$ cat config.mk
export PLATFORM = sky130hd
export DESIGN_NAME = mt32_i2s_rx
export DESIGN_NICKNAME = d
export VERILOG_FILES = /design/src/rtl/mt32_i2s_rx.sv
export SDC_FILE = /design/constraint.sdc
export NUM_CORES = 1
export LEC_CHECK = 0
export ABC_AREA = 1
export CORE_MARGIN = 1
export CORE_UTILIZATION = 50
export CTS_CLUSTER_SIZE = 12
export DETAILED_ROUTE_END_ITERATION = 12
export PLACE_DENSITY_LB_ADDON = 0.15
export SLEW_MARGIN = 20
export SYNTH_ARGS = -nofsm -noshare
export SYNTH_HDL_FRONTEND = slang
export SYNTH_SLANG_ARGS = --single-unit
$ cat constraint.sdc
create_clock -name clk -period 2.8 [get_ports clk]
set_input_delay 0.84 -clock clk [delete_from_list [all_inputs] [get_ports clk]]
set_output_delay 0.84 -clock clk [all_outputs]
set_load 0.01 [all_outputs]
$ cat src/rtl/mt32_i2s_rx.sv
// mt32_i2s_rx: I2S receiver for the MT32-pi audio path.
// Synchronizes and debounces the async bclk/ws/data pins, assembles left/right
// words, pairs them into stereo samples, and tracks lock and link activity.
module mt32_i2s_rx #(
    parameter int DATA_W      = 16,
    parameter int TIMEOUT_CYC = 4096,
    parameter int LOCK_FRAMES = 4
) (
    input  logic              clk,
    input  logic              reset,
    input  logic              i2s_bclk,
    input  logic              i2s_ws,
    input  logic              i2s_data,
    output logic [DATA_W-1:0] sample_l,
    output logic [DATA_W-1:0] sample_r,
    output logic              sample_valid,
    output logic              locked,
    output logic              active
);

    localparam int CNT_W  = $clog2(DATA_W + 1);
    localparam int IDLE_W = $clog2(TIMEOUT_CYC + 1);
    localparam int GOOD_W = $clog2(LOCK_FRAMES + 1);

    localparam logic [CNT_W-1:0]  FULL_CNT   = CNT_W'(DATA_W);
    localparam logic [IDLE_W-1:0] IDLE_TERM  = IDLE_W'(TIMEOUT_CYC);
    localparam logic [IDLE_W-1:0] IDLE_LAST  = IDLE_W'(TIMEOUT_CYC - 1);
    localparam logic [GOOD_W-1:0] GOOD_MAX   = GOOD_W'(LOCK_FRAMES);
    localparam logic [GOOD_W-1:0] GOOD_ALMOST = GOOD_W'(LOCK_FRAMES - 1);

    // input conditioning
    logic bclk_s1, bclk_s2, bclk_s3;
    logic bclk_deb, bclk_deb_d;
    logic ws_s1, ws_s2;
    logic data_s1, data_s2;
    logic bclk_edge;

    // word assembly and pairing state
    logic              word_active;
    logic              ws_last;
    logic [DATA_W-1:0] shr;
    logic [CNT_W-1:0]  bit_cnt;
    logic [DATA_W-1:0] shr_cap;
    logic [CNT_W-1:0]  cnt_cap;
    logic [DATA_W-1:0] left_hold;
    logic              left_valid;
    logic [GOOD_W-1:0] good_cnt;
    logic [IDLE_W-1:0] idle_cnt;

    // 2-FF synchronizers, plus a third bclk stage feeding the debounce compare
    always_ff @(posedge clk) begin
        if (reset) begin
            bclk_s1 <= 1'b0;
            bclk_s2 <= 1'b0;
            bclk_s3 <= 1'b0;
            ws_s1   <= 1'b0;
            ws_s2   <= 1'b0;
            data_s1 <= 1'b0;
            data_s2 <= 1'b0;
        end else begin
            bclk_s1 <= i2s_bclk;
            bclk_s2 <= bclk_s1;
            bclk_s3 <= bclk_s2;
            ws_s1   <= i2s_ws;
            ws_s2   <= ws_s1;
            data_s1 <= i2s_data;
            data_s2 <= data_s1;
        end
    end

    // debounce: follow the synced bclk only when two consecutive samples agree
    always_ff @(posedge clk) begin
        if (reset) begin
            bclk_deb   <= 1'b0;
            bclk_deb_d <= 1'b0;
        end else begin
            if (bclk_s2 == bclk_s3) begin
                bclk_deb <= bclk_s2;
            end
            bclk_deb_d <= bclk_deb;
        end
    end

    assign bclk_edge = bclk_deb & ~bclk_deb_d;

    // bit capture for the current edge; shifting in MSB-first places every
    // full word exactly where positional writes would, and short words are
    // never delivered, so the two placements are indistinguishable
    always_comb begin
        shr_cap = shr;
        cnt_cap = bit_cnt;
        if (word_active && (bit_cnt < FULL_CNT)) begin
            shr_cap = {shr[DATA_W-2:0], data_s2};
            cnt_cap = bit_cnt + CNT_W'(1);
        end
    end

    // word boundaries, stereo pairing, lock tracking and idle timeout
    always_ff @(posedge clk) begin
        if (reset) begin
            sample_l     <= '0;
            sample_r     <= '0;
            sample_valid <= 1'b0;
            locked       <= 1'b0;
            active       <= 1'b0;
            word_active  <= 1'b0;
            ws_last      <= 1'b0;
            shr          <= '0;
            bit_cnt      <= '0;
            left_hold    <= '0;
            left_valid   <= 1'b0;
            good_cnt     <= '0;
            idle_cnt     <= '0;
        end else begin
            sample_valid <= 1'b0;
            if (bclk_edge) begin
                idle_cnt <= '0;
                active   <= 1'b1;
                ws_last  <= ws_s2;
                if (ws_s2 != ws_last) begin
                    shr         <= '0;
                    bit_cnt     <= '0;
                    word_active <= 1'b1;
                    if (word_active) begin
                        if (!ws_last) begin
                            if (cnt_cap == FULL_CNT) begin
                                left_hold  <= shr_cap;
                                left_valid <= 1'b1;
                            end else begin
                                left_valid <= 1'b0;
                                good_cnt   <= '0;
                                locked     <= 1'b0;
                            end
                        end else begin
                            if ((cnt_cap == FULL_CNT) && left_valid) begin
                                sample_l     <= left_hold;
                                sample_r     <= shr_cap;
                                sample_valid <= 1'b1;
                                left_valid   <= 1'b0;
                                if (good_cnt != GOOD_MAX) begin
                                    good_cnt <= good_cnt + GOOD_W'(1);
                                end
                                if (good_cnt >= GOOD_ALMOST) begin
                                    locked <= 1'b1;
                                end
                            end else begin
                                good_cnt <= '0;
                                locked   <= 1'b0;
                            end
                        end
                    end
                end else begin
                    shr     <= shr_cap;
                    bit_cnt <= cnt_cap;
                end
            end else if (idle_cnt != IDLE_TERM) begin
                idle_cnt <= idle_cnt + IDLE_W'(1);
                if (idle_cnt == IDLE_LAST) begin
                    sample_l    <= '0;
                    sample_r    <= '0;
                    locked      <= 1'b0;
                    active      <= 1'b0;
                    good_cnt    <= '0;
                    word_active <= 1'b0;
                    left_valid  <= 1'b0;
                    shr         <= '0;
                    bit_cnt     <= '0;
                end
            end
        end
    end

endmodule
Yosys cells after proc, flatten, opt, wreduce, memory -nomap -nowiden
Index checks and enable logic that the tools add are counted.
Storage, ports and cells
  flip-flop bits (word level): 100
  latch bits: 0
  RAM bits: 0
  bits in read-only memories: 0
  input bits: 5
  output and inout port bits: 35
  word-level logic and storage cells: 108
  memories kept: 0
Operators by class
  $add $sub $neg: 3
  $mul: 0
  div/mod/pow operators: 0
  magnitude comparators: 2
  eq/ne operators: 14
  shifts and indexed selects: 0
  multiplexer cells: 48
  bitwise operators: 6
  reductions and logical operators: 13
Operator list (count)
  $mux 16: 15
  $mux 3: 9
  $mux 5: 5
  $mux 1: 19
  $reduce_and 6->1: 3
  $add 13x1->13 const B: 1
  $eq 13x12->1 const B: 1
  $ne 13x13->1 const B: 1
  $reduce_and 5->1: 2
  $ne 2x1->1 const B: 4
  $ne 4x3->1 const B: 2
  $ne 3x3->1 const B: 2
  $add 5x1->5 const B: 1
  $eq 5x5->1 const B: 1
  $lt 5x5->1 const B: 1
  $not 1->1: 5
  $reduce_or 5->1: 1
  $reduce_bool 2->1: 2
  $add 3x1->3 const B: 1
  $ge 3x2->1 const B: 1
  $ne 3x2->1 const B: 1
  $reduce_and 3->1: 1
  $logic_and 1x1->1: 2
  $reduce_and 2->1: 1
  4 further kinds: 4

Longest topological paths before layout
Gate-level depths: netlist (run 1).
  word-level depth: 10
  mapped depth: 14

Least setup slack after synthesis (run 1)
Ideal clock, no wire load.
  kind: register to register
  start point: reg idle_cnt[0]
  end point: reg good_cnt[0]
  library setup time: 0.109 ns
  arrival: 1.609 ns
  data required time: 2.691 ns
  slack: 1.083 ns
  stages on the path, launching flop included: 15
  clock period less this slack: 1.717 ns
  cell sequence: dfxtp_1 -> ha_1 -> nand2_2 -> inv_2 -> nand2_2 -> nor2_4 -> nand2_2 -> a21oi_4 -> nand2_2 -> inv_2 -> nand2_2 -> nand2_1 -> inv_2 -> nand2_1 -> inv_1
On the way
  cells in the longest elaborated chain, start to end: 3
  elaborated cells between the ends (all ways): 5
  those cells by class: eq/ne (2); reduce/logical (3)
RTL lines
  start: declaration: RTL line 48  | logic [IDLE_W-1:0] idle_cnt;
  start signal: assignment: RTL line 157  | idle_cnt <= idle_cnt + IDLE_W'(1);
  $eq 13x12->1 / $ne 13x13->1 (equally long branches): RTL line 158, 156
  $reduce_bool 2->1 (no line)
  $reduce_and 6->1 (no line) (*)
  end signal: assignment: RTL line 141  | good_cnt <= good_cnt + GOOD_W'(1);
  end: declaration: RTL line 47  | logic [GOOD_W-1:0] good_cnt;
Mark *: on every way between the ends. The rest lies on a longest branch, timed or not.
A chain may end at the register's enable or synchronous reset.

Worst setup path in the final report (run 1)
  start point: reg word_active
  end point: reg sample_r[7]
On the way
  cells in the longest elaborated chain, start to end: 7
  elaborated cells between the ends (all ways): 13
  those cells by class: eq/ne (3); mux (7); reduce/logical (3)
RTL lines
  start: declaration: RTL line 39  | logic word_active;
  start signal: assignment: RTL line 106  | word_active <= 1'b0;
  start signal: assignment: RTL line 123  | word_active <= 1'b1;
  start signal: assignment: RTL line 164  | word_active <= 1'b0;
  branches (longest 7 deep; another with $reduce_and 6->1)
  end signal: assignment: RTL line 137  | sample_r <= shr_cap;
  end: declaration: RTL line 15  | output logic [DATA_W-1:0] sample_r,
Several ways; the timed one is not identified. The select of a mux whose other input is x is not followed.

==> summary.md, run 1 <==
| Metric | Value |
|---|---|
| Status | `completed` |
| Final Instance Area | `~5000 µm²` |
| Post-route ant nets | `0` |
| Largest incremental delay on the critical path | `between 0.4 and 0.5 ns` |
| Max Root-Sink Buffers | `2` |
| Finish-stage setup viols | `0` |
| Setup Crit Path Kind | `register to register` |
| Largest family of logic cells by synthesized area | `simple AND/OR/NAND/NOR gates` |
| Achievable Freq | `roughly 440 MHz` |
| Cell repeated most along the worst path | `nand2_1` |
| TNS Setup | `0 ns` |
| Rows | `33` |
| Headroom to the max-slew limit | `a little over half` |
| Synth top area share | `around 46%` |
| CTS Sinks | `100` |
| Die Span Y | `about 96 µm` |
| First-pass GRT wire length | `15000 µm` |
| Mean post-synth cell area | `slightly above 7 µm²` |
| FF-to-FF setup slack | `approximately 0.51 ns` |
| Area of the multi-input gates | `1940 µm²` |
| Asr flop ratio synth | `0%` |
| Total placed instance area | `4780 µm²` |
| Hold WC Path Type | `register to register` |
| Worst r2r dst | `sample_r[7]` |
| Post CTS Setup Buffer Count | `0` |
| First-pass DRT Iterations | `4` |
| Fin nets | `646` |
| CORE AREA | `between 8000 and 9000 µm²` |
| Worst-path clk slew | `0.10 ns` |
| I/O Buffers | `39` |
| EDFF count, synth | `0` |
| Synth Area in Adders | `under 10%` |
| Top-Level Pins | `40` |
| CP Max Fanout | `32` |
| P&R area growth vs syn | `13.1%` |
| RR Startpoint | `word_active` |
| FF+latch area | `~2000 µm²` |
| Worst Min Path Start | `data_s1` |
| Initial antenna violation count | `0` |
| Residual DRC | `0` |
| XOR/XNOR Fraction of Synth Area | `0.199%` |
| Mux contribution to synthesized area | `0%` |
| CTS tree | `built` |
| Skew-Pair Late Insertion Delay | `0.37 ns` |
| Compound-Gate Fraction of Synth Area | `11.6%` |
| Max-slew violations | `0` |
| Leakage | `about 2.0 nW` |
| Worst Setup Start Kind | `register` |
| Crit. End Element | `register` |
| Initial Util | `roughly 53%` |
| Syn Std Cell Area | `4390 µm²` |
| Top cell type by total area after synthesis | `dfxtp_1` |
| Vias in the first global route | `roughly 3300` |
| DRT iter0 DRCs | `~130` |
| YS warnings | `0` |
| Final Skew | `0.0203 ns` |
| Post-Syn Instances | `605` |
| Netlist cell types | `30` |
| Peak VDD IR | `between 0.2 and 0.3 mV` |
| Crit path DAT | `around 2.5 ns` |
| Crit-path slowest cell | `dfxtp_1` |
| Critical Path End | `sample_r[7]` |
| Chip Width | `between 90 and 100 µm` |
| RSZ-0062 raised after global routing | `false` |
| CP required | `a little over 3 ns` |
| Max cap viols | `0` |
| Largest net degree at the start of global routing | `47` |
| Post-Syn Nets | `between 600 and 700` |
| Cells along the critical path | `nand2_2 -> inv_2 -> nand3_1 -> nand2_1 -> nand4_4 -> nand2_1 -> nand2_2 -> nand2_1 -> a21oi_1` |
| Layout fillers | `811` |
| Num CTS Buffers | `9` |
| Main flop type after synthesis | `dfxtp_1` |
| Total track usage | `around a fifth` |
| Slew @ Worst Pin | `0.684 ns` |
| Most frequent cells in the layout | `nand2_1 (152), dfxtp_1 (100), nor2_1 (72)` |
| PwrDens | `about 480 nW/µm²` |
| Tmin final | `roughly 2.3 ns` |
| CP Launch Point | `word_active` |
| Final Wtd Congestion | `about 0.82` |
| Share of cells above drive strength 1 | `between 8 and 9%` |
| Reg2Reg Depth | `9` |
| Vias | `3746` |
| Avg WL per Cell | `around 12 µm` |
| Largest cells by area after synthesis | `dfxtp_1 (46%), nand2_1 (13%), a21oi_1 (6.7%)` |
| Final hold violation count | `0` |
| Antenna cells | `0` |
| Post_cts resized | `0` |
| GRT overflow | `0` |
| Post-synthesis simple-gate area fraction | `between 30% and 40%` |
| Hpwl dp | `about 6100 µm` |
| Routed wire length | `~9000 µm` |
| Most common cell after layout, fill and taps aside | `nand2_1` |
| Clk root buf | `clkbuf_8` |
| Full die area | `about 9200 µm²` |
| #FFs+latches synth | `100` |
| Vias per cell | `5.03` |
| Hold-fix buffers at CTS | `0` |
| Seq/Total Area, Yosys | `between 40% and 50%` |
| H-tree depth | `3` |
| Tcrit/Tclk final | `81.7%` |
-- Yosys cell counts, drive strengths merged (7+ instances only) --
master,count
nand2,160
dfxtp,100
nor2,78
inv,74
a21oi,60
nand3,45
o21ai,20
buf,18
a211oi,11
clkbuf,10
nand4,9
ha,7
-- layout make-up --
cell class,instances,area share [%]
clock buffer,10,2.77
clock inverter,6,0.957
inverter,74,5.59
multi-input combinational,403,38.9
sequential,100,40.3
tap,105,2.64
timing repair buffer,46,8.81
-- where the power goes --
part	leakage (nW)	switching, W	internal [W]	total (W)
Clock	0.0933	0.000517	0.000356	0.000872
Sequential	0.807	0.00000646	0.00143	0.00144
Combinational	1.12	0.0000397	0.0000185	0.0000582
Total	2.02	0.000563	0.00180	0.00237
-- critical path, delay by kind of cell (launching register included) --
family,cells,cell delay (ns)
AOI/OAI and AO/OA,1,0.07
buffers and inverters,1,0.29
and+or+nand+nor,7,1.33
DFF,1,0.46
-- worst min-delay path by stage --
stage | end | slack (ns) | depth (start not counted)
2_1_floorplan | bclk_s2 | 0.39 | 2
3_3_place_gp | ws_s2 | 0.39 | 2
3_5_place_dp | data_s2 | 0.39 | 2
4_1_cts | ws_s2 | 0.41 | 2
5_1_grt | ws_s2 | 0.44 | 2
6_report | data_s2 | 0.41 | 2
-- routing by layer --
layer | global-route usage (%) | wire (µm) | vias to the layer above
li1 | - | - | 1979
met4 | 9.95 | 152 | 0
met1 | 27.0 | 4250 | 1675
met2 | 35.0 | 4160 | 79
met3 | 3.71 | 348 | 13
met5 | 0 | 0 | -
-- registers in the layout (all words and copies together), names as in the netlist, 3 cells and up --
signal / flops
bit_cnt: 5
good_cnt: 3
idle_cnt: 13
sample_l: 16
shr: 16
left_hold: 16
sample_r: 16
-- cell families after synthesis --
group                      Yosys count
AOI/OAI and AO/OA                   93
xor gates and xnor gates             1
adders and majority gates            7
buffers and inverters              102
DFF                                100
and+or+nand+nor                    302
-- stage by stage --
stage               util, %  total power (W)  instances  hold slack (ns)  worst slack, ns
floorplan                 -          0.00151        605            0.388             1.08
global placement       57.4          0.00153        728            0.395            0.598
detailed placement     57.4          0.00153        728            0.394            0.482
CTS                    59.6          0.00239        744            0.414            0.470
global route           59.6          0.00246        744            0.440            0.255
finish                 59.6          0.00237        744            0.411            0.512
Power figures use the tool's default switching activity.
==> run 2, diff against run 1 <==
- clock period: 2.8 -> 2.2 ns (I/O delays scaled with it)
==> run 2 against run 1 <==
  * Sequential power increased by 27%
  * Clock power increased by 27%
  * Combinational power increased by 35%
  * Critical path depth increased by 2
  * Sequential share of layout area decreased by 0.71 points
  * Worst setup slack got worse by 0.28 ns
  * Register-to-register slack got worse by 0.28 ns
  * Count of clock-buffer cells in the layout decreased by 1
  * Fmax increased by 17%
  * Via count increased by 0.72%
  * Die area unchanged
  * Flip-flop and latch count unchanged
  * Critical path type unchanged
==> summary.md, run 2 (same netlist as run 1, synthesis figures left out) <==
| Metric | Value |
|---|---|
| Vias per cell | `5.02 (-0.22%)` |
| Vias in the first global route | `3602 (+9.0%)` |
| Post_cts resized | `0 (unchanged)` |
| Cell repeated most along the worst path | `nand2_1` |
| First-pass DRT Iterations | `4 (unchanged)` |
| Final hold violation count | `0 (unchanged)` |
| Vias | `3773 (+0.72%)` |
| Most frequent cells in the layout | `nand2_1 (151), dfxtp_1 (100), nor2_1 (72)` |
| Post-route ant nets | `0 (unchanged)` |
| First-pass GRT wire length | `15800 µm (+5.3%)` |
| Routed wire length | `9190 µm (+3.3%)` |
| I/O Buffers | `39 (unchanged)` |
| Clk root buf | `clkbuf_8` |
| Headroom to the max-slew limit | `56.0% (+2.0 points)` |
| Crit. End Element | `register` |
| Final Wtd Congestion | `0.825 (+0.28%)` |
| H-tree depth | `3 (unchanged)` |
| TNS Setup | `0 ns (unchanged)` |
| Most common cell after layout, fill and taps aside | `nand2_1` |
| CP Max Fanout | `16 (-50%)` |
| Area of the multi-input gates | `1950 µm² (+0.71%)` |
| Worst-path clk slew | `0.10 ns (about the same)` |
| RSZ-0062 raised after global routing | `false` |
| Residual DRC | `0 (unchanged)` |
| Post CTS Setup Buffer Count | `0 (unchanged)` |
| Rows | `33 (unchanged)` |
| Die Span Y | `95.7 µm (unchanged)` |
| FF+latch area | `2000 µm² (unchanged)` |
| Cells along the critical path | `ha_1 -> nand2_1 -> nor2_2 -> nor2_1 -> nor2_4 -> nand3_1 -> nand3b_4 -> buf_4 -> nand2_1 -> nand2_1 -> nor2_1` |
| Layout Cells excl Fill | `751 (+0.94%)` |
| Hpwl dp | `6460 µm (+6.1%)` |
| Top-Level Pins | `40 (unchanged)` |
| Avg WL per Cell | `12.2 µm (+2.3%)` |
| Crit path buffers/inverters | `1 (unchanged)` |
| Hold WC Path Type | `register to register` |
| Leakage | `2.05 nW (+1.1%)` |
| CORE AREA | `8340 µm² (unchanged)` |
| DRT iter0 DRCs | `124 (-1.6%)` |
| Full die area | `9170 µm² (unchanged)` |
| Chip Width | `95.7 µm (unchanged)` |
| CTS tree | `built` |
| Crit path DAT | `2.27 ns (-0.26 ns)` |
| Initial Util | `52.7% (unchanged)` |
| Hold-fix buffers at CTS | `0 (unchanged)` |
| Finish-stage setup viols | `0 (unchanged)` |
| Hold WS | `0.409 ns (-0.00195 ns)` |
| Worst Min Path Start | `data_s1` |
| Largest incremental delay on the critical path | `0.42 ns (-0.04 ns)` |
| Final Skew | `0.0158 ns (-0.00446 ns)` |
| RR Startpoint | `bit_cnt[1]` |
| Fin util | `60.7% (+1.1 points)` |
| Antenna cells | `0 (unchanged)` |
| Worst Setup Start Kind | `register` |
| Achievable Freq | `509 MHz (+17%)` |
| Max cap viols | `0 (unchanged)` |
| Fin nets | `653 (+1.1%)` |
| Initial antenna violation count | `0 (unchanged)` |
| Setup Crit Path Kind | `register to register` |
| Tmin final | `1.96 ns (-0.325 ns)` |
| Largest net degree at the start of global routing | `50 (+6.4%)` |
| CP top delay family | `simple AND/OR/NAND/NOR gates` |
| P&R area growth vs syn | `15.2%` |
| Tcrit/Tclk final | `89.2% (+7.5 points)` |
| CP Launch Point | `bit_cnt[1]` |
| Skew-Pair Late Insertion Delay | `0.38 ns (about the same)` |
| Max-slew violations | `0 (unchanged)` |
| CTS Sinks | `100 (unchanged)` |
| PwrDens | `596 nW/µm² (+25%)` |
| Peak VDD IR | `0.409 mV (+45%)` |
| Max Root-Sink Buffers | `2 (unchanged)` |
| GRT overflow | `0 (unchanged)` |
| Slew @ Worst Pin | `0.655 ns (-0.0294 ns)` |
| Num CTS Buffers | `9 (unchanged)` |
| CP required | `2.51 ns (-0.53 ns)` |
| Crit-path slowest cell | `dfxtp_1` |
| Placed cells | `735 (+0.96%)` |
| Share of cells above drive strength 1 | `9.29% (+1.2 points)` |
| Layout fillers | `781 (-3.7%)` |
| Total track usage | `22.1% (+0.91 points)` |
| Status | `completed` |
-- run 2: cell types whose count changed in the layout (fill, tap and decap cells not counted), moves of 2 or more --
cell,previous run,this run
buf_12,0,2
buf_4,7,12
clkinvlp_4,1,4
clkinv_4,2,0
-- run 2: where the power goes --
group / internal, W / switching [W] / total, W / leakage (nW)
clock network: 0.000427 / 0.000683 / 0.00111 / 0.0804
logic: 0.0000264 / 0.0000524 / 0.0000788 / 1.16
registers: 0.00182 / 0.00000782 / 0.00183 / 0.807
total: 0.00227 / 0.000743 / 0.00302 / 2.05
-- run 2: routing by layer --
| metal | part of all wire, % | global-route usage, % | wire length [µm] | vias up |
|---|---|---|---|---|
| li1 | - | - | - | 1990 |
| met1 | 47 | 26.5 | 4320 | 1706 |
| met2 | 48 | 38.9 | 4410 | 65 |
| met3 | 3.3 | 4.50 | 300 | 12 |
| met4 | 1.8 | 8.46 | 161 | 0 |
| met5 | 0 | 0 | 0 | - |
-- run 2: area by class of cell --
type	instances	share of cell area (%)
inverter	74	5.49
clock inverter	7	1.16
multi-input combinational	403	38.5
tap	105	2.60
sequential	100	39.6
clock buffer	9	2.45
timing repair buffer	53	10.2
-- run 2: metrics by stage --
stage	power (W)	setup WS [ns]	area, µm²
after floorplan	0.00192	0.483	4390
after global routing	0.00313	0.00943	5060
after CTS	0.00304	0.0610	5040
after global placement	0.00195	0.190	4860
after detailed placement	0.00195	0.0776	4860
final	0.00302	0.237	5060
-- run 2: path summary, 6_finish.rpt --
check            endpoint  slack (ns)  depth (start not counted)
max          left_hold[9]        0.24                         11
min               data_s2        0.41                          2
max reg2reg  left_hold[9]        0.24                         11
min reg2reg       data_s2        0.41                          2
-- run 2: worst register-to-register path, delay by kind of cell (launching register included) --
family | cells | cell delay [ns]
buf+inv | 1 | 0.25
fa+ha+maj | 1 | 0.21
simple gates | 9 | 1.01
flops | 1 | 0.42
